`config.mk`:
```
export PLATFORM = sky130hd
export DESIGN_NAME = result_uart_tx
export DESIGN_NICKNAME = d
export VERILOG_FILES = /design/src/rtl/result_uart_tx.sv
export SDC_FILE = /design/constraint.sdc
export NUM_CORES = 1
export LEC_CHECK = 0
export CORE_MARGIN = 2
export CORE_UTILIZATION = 40
export DETAILED_ROUTE_END_ITERATION = 12
export SLEW_MARGIN = 10
export SYNTH_ARGS = -nofsm -noshare
export SYNTH_HDL_FRONTEND = slang
export SYNTH_SLANG_ARGS = --single-unit
```
`constraint.sdc`:
```
create_clock -name clk -period 4.7 [get_ports clk]
set_clock_uncertainty 0.1 [all_clocks]
set_input_delay 0.47 -clock clk [delete_from_list [all_inputs] [get_ports clk]]
set_output_delay 0.47 -clock clk [all_outputs]
set_load 0.01 [all_outputs]
```
`src/rtl/result_uart_tx.sv`:
```
// result_uart_tx: buffers 32-bit result words in a FIFO and sends each as four 8N1 UART bytes, LSB first.
module result_uart_tx #(
  parameter int CLKS_PER_BIT = 868,
  parameter int FIFO_DEPTH   = 4,
  parameter int CW           = $clog2(FIFO_DEPTH + 1)
) (
  input  logic          clk,
  input  logic          Reset,
  input  logic [31:0]   word_in,
  input  logic          word_valid,
  output logic          tx,
  output logic          busy,
  output logic          overflow,
  output logic [CW-1:0] fifo_count
);
  localparam int AW = $clog2(FIFO_DEPTH);
  localparam int BW = $clog2(CLKS_PER_BIT);
  typedef enum logic [1:0] {IDLE, START, DATA, STOP} state_t;
  state_t        state_q;
  logic [31:0]   mem_q [FIFO_DEPTH];
  logic [AW-1:0] wr_q, rd_q;
  logic [CW-1:0] count_q, count_d;
  logic [BW-1:0] baud_q;
  logic [2:0]    bit_q;
  logic [1:0]    byte_q;
  logic [31:0]   shift_q;
  logic          tx_q, busy_q, ovf_q, pop, push, bit_end;
  assign pop     = state_q == IDLE && count_q != '0;
  assign push    = word_valid && (count_q != CW'(FIFO_DEPTH) || pop);
  assign bit_end = baud_q == BW'(CLKS_PER_BIT - 1);
  always_comb count_d = count_q + CW'(push) - CW'(pop);
  always_ff @(posedge clk)
    if (push) mem_q[wr_q] <= word_in;
  always_ff @(posedge clk or posedge Reset)
    if (Reset) begin
      wr_q    <= '0;
      rd_q    <= '0;
      count_q <= '0;
      ovf_q   <= 1'b0;
    end else begin
      wr_q    <= wr_q + AW'(push);
      rd_q    <= rd_q + AW'(pop);
      count_q <= count_d;
      ovf_q   <= ovf_q | (word_valid & ~push);
    end
  // tx and busy are registered from the previous state, so the line lags the FSM by one cycle
  always_ff @(posedge clk or posedge Reset)
    if (Reset) begin
      state_q <= IDLE;
      baud_q  <= '0;
      bit_q   <= '0;
      byte_q  <= '0;
      shift_q <= '0;
      tx_q    <= 1'b1;
      busy_q  <= 1'b0;
    end else begin
      tx_q   <= state_q == START ? 1'b0 : state_q == DATA ? shift_q[bit_q] : 1'b1;
      busy_q <= state_q != IDLE || count_q != '0;
      baud_q <= (state_q == IDLE || bit_end) ? '0 : baud_q + BW'(1);
      case (state_q)
        IDLE:
          if (pop) begin
            shift_q <= mem_q[rd_q];
            byte_q  <= '0;
            state_q <= START;
          end
        START:
          if (bit_end) begin
            bit_q   <= '0;
            state_q <= DATA;
          end
        DATA:
          if (bit_end) begin
            bit_q <= bit_q + 3'd1;
            if (bit_q == 3'd7) state_q <= STOP;
          end
        STOP:
          if (bit_end) begin
            if (byte_q == 2'd3) state_q <= IDLE;
            else begin
              byte_q  <= byte_q + 2'd1;
              shift_q <= shift_q >> 8;
              state_q <= START;
            end
          end
        default: state_q <= IDLE;
      endcase
    end
  assign tx         = tx_q;
  assign busy       = busy_q;
  assign overflow   = ovf_q;
  assign fifo_count = count_q;
endmodule
```
==> results.yml <==
status:
  outcome: "finished, final reports clean"
timing:
  period_share_pct: 61.2
  finalSetupViolCount: 0
  timing.hold.ws_ns: 0.361
  fin_crit_ns: 2.88
  hold_viol: 0
  rsz0062_at_grt: "false"
  maxSlewHeadroom_pct: 35.1
  tightest_slew_ns: 0.974
  drv_slew: 0
  max_freq_mhz: 348
  fin_setup_tns_ns: 0
grt:
  grt_use_total_pct: 14.3
  grt-ovfl-total: 0
  grt_pass1_vias: 3969
  grt_max_degree: 60
  grt_pass1_wl_um: 21500
  grt_antenna_before_repair: 0
setup_path:
  worst_ep_required_time_ns: 4.91
  r2r_slack_ns: 1.82
  crit_path_start_kind: "register"
  r2r_end: "shift_q[28]"
  max_stage_delay_ns: 0.87
  path_class: "reg -> reg"
  endpoint_kind: "register"
  r2r_cells: 6
  cp_top_family: "compound AO/OA/AOI/OAI gates"
  r2r-start: "baud_q[0]"
  crit_chain: "ha_1 -> and4b_2 -> nand3_4 -> o31ai_4 -> buf_4 -> mux2_2"
  crit_arrival_ns: 3.08
  crit_path_start: "baud_q[0]"
  cp_max_fo: 18
  crit_buf_inv: 1
  slowest_stage: "o31ai_4"
floorplanning:
  core_area_um2: 18800
  io_pins: 41
  die_area_um2: 20300
  die_h_um: 142
  rows: 50
  die_w_um: 142
  start_util_pct: 40.8
clock_tree:
  cts_setup_buffers: 0
  cts_buffers: 17
  clkLatencyLatePin_ns: 0.43
  clock_tree.buffer_depth: 2
  postCtsResizedCells: 0
  clk_pin_slew_worst_paths_ns: 0.07
  htree_levels: 4
  cts_tree: "built"
  cts_root_buffer: "clkbuf_16"
  hold_buffers: 0
  clock_sinks: 187
route:
  drc: 0
  ant_nets: 0
  routedWlPerCell_um: 18.7
  vias_per_cell: 5.16
  drtIter0Drc: 228
  dr.pass1.iters: 4
  drt-total-wl_um: 13200
  num_vias: 3640
cells_and_area:
  final_cell_mix: "edfxtp_1, dfrtp_1, mux2_2"
  antenna-diode-count: 0
  regArea_um2: 5320
  final_layout_size_suffix_gt1_share_pct: 30.7
  fin_nets: 507
  final_common_cell: "edfxtp_1"
  n_fill_cell: 1585
  multi_input_area_um2: 2210
  syn_to_final_growth_pct: 16.1
power_and_ir_drop:
  clockPowerShare_pct: 33.3
  max-vdd-ir-drop_v: 0.000229
  p_int_mw: 2.97
  combPwrFrac_pct: 12.0
  power_density_nw_per_um2: 443
  power.switching_mw: 0.970
  power_switching_share_pct: 24.6
  leakage_nw: 3.15
  share_seq_of_total_power_pct: 54.7
placed_design:
  dpl.hpwl_um: 8030
  gp_congestion: 0.723
  port_buffers: 40
min_path:
  min_delay_path_depth: 1
  min_to: "overflow"
  hp-class: "reg -> reg"
  hp-start: "overflow"
synth:
  ys_types: 46
  synthArstFlopShare_pct: 31.6
  ys.flop_type: "edfxtp_1"
  ys_seq_elements: 187
  synth.yosys.seq_area_share_pct: 69.4
  syn-instance-count: 406
  syn-num-nets: 454
  ys_warn_count: 0
  avgSynthCellArea_um2: 18.9
  netlist_area_um2: 7660
  synth-edff-count: 128
job:
  drv_cap: 0
## state kept, by name, indices dropped and copies added, names as in the netlist
name,flops
mem_q,128
shift_q,32
baud_q,10
bit_q,3
fifo_count,3
byte_q,2
rd_q,2
state_q,2
wr_q,2
busy,1
overflow,1
tx,1
## cells in the mapped netlist, types with 2 or more instances
cell | instances | area, um^2
nand2b_1 | 2 | 12.5
nor2b_1 | 9 | 56.3
o2bb2ai_1 | 2 | 17.5
xor2_1 | 6 | 52.6
inv_1 | 13 | 48.8
nand4_1 | 3 | 18.8
nor2_1 | 12 | 45.0
xnor2_1 | 6 | 52.6
ha_1 | 12 | 150
nand2_1 | 6 | 22.5
nor3_1 | 4 | 20.0
and3_1 | 2 | 12.5
mux2_2 | 54 | 608
buf_4 | 3 | 22.5
a21oi_1 | 3 | 15.0
clkbuf_1 | 10 | 37.5
a21o_1 | 2 | 15.0
mux2_4 | 3 | 45.0
edfxtp_1 | 128 | 3840
buf_6 | 3 | 33.8
nand3b_1 | 2 | 15.0
mux2i_1 | 4 | 40.0
dfrtp_1 | 58 | 1450
nand3_1 | 4 | 20.0
mux4_2 | 34 | 766
## worst register-to-register path: cells and delay by family, from the launching register on
family | cells | cell delay, ns
simple gates | 2 | 0.45
mux | 1 | 0.35
compound gates | 1 | 0.87
fa+ha+maj | 1 | 0.26
buf+inv | 1 | 0.33
flops | 1 | 0.39
## area by class of cell
| type | count | area share (%) |
|---|---|---|
| Clock buffer | 18 | 4.83 |
| Clock inverter | 14 | 1.24 |
| Inverter | 13 | 0.549 |
| Multi-Input combinational cell | 189 | 24.8 |
| Sequential cell | 187 | 59.9 |
| Tap cell | 234 | 3.29 |
| Timing Repair Buffer | 51 | 5.43 |
## power by group through the flow
stage	Combinational [mW]	Sequential, mW	Clock, mW
floorplan	0.275	2.18	0
global placement	0.483	2.17	0
detailed placement	0.487	2.19	0
CTS	0.489	2.16	1.34
global route	0.520	2.18	1.41
finish	0.472	2.15	1.31
## cells by family (layout without fill, tap and decap cells)
logic type | count (synthesis) | count (layout) | share of synthesized area, %
AND/OR/NAND/NOR | 54 | 54 | 4.39
XOR/XNOR | 12 | 12 | 1.37
flip-flops | 187 | 187 | 69.4
buffers and inverters | 30 | 96 | 1.93
AO/OA/AOI/OAI | 15 | 15 | 1.60
adder cells (fa/ha/maj) | 13 | 13 | 2.22
multiplexers | 95 | 95 | 19.0
## routing by layer
layer	up-vias	share of wire, %	global-route usage [%]
met5	-	0	0
met4	0	1.2	4.69
met3	13	2.8	3.77
met2	49	51	23.6
met1	1904	45	18.7
li1	1674	-	-
## through the flow
step           cell area (um^2)  util, %  total power, mW  std cells  worst slack, ns
2_1_floorplan              7660        -             2.45        406            0.667
3_3_place_gp               8350     44.5             2.66        674             1.87
3_5_place_dp               8350     44.5             2.68        674             1.82
4_1_cts                    8890     47.4             3.99        706             1.80
5_1_grt                    8890     47.4             4.11        706             1.64
6_report                   8890     47.4             3.93        706             1.82
## how the worst max path moves through the flow
stage | cells past startpoint | endpoint | slack, ns
after floorplan | 6 | mem_q[2][0] | 0.67
after global placement | 6 | shift_q[20] | 1.87
after detailed placement | 6 | shift_q[28] | 1.82
after CTS | 6 | shift_q[28] | 1.80
after global routing | 6 | shift_q[28] | 1.64
final | 6 | shift_q[28] | 1.82
Note: power is estimated with default switching activity, not from simulation.
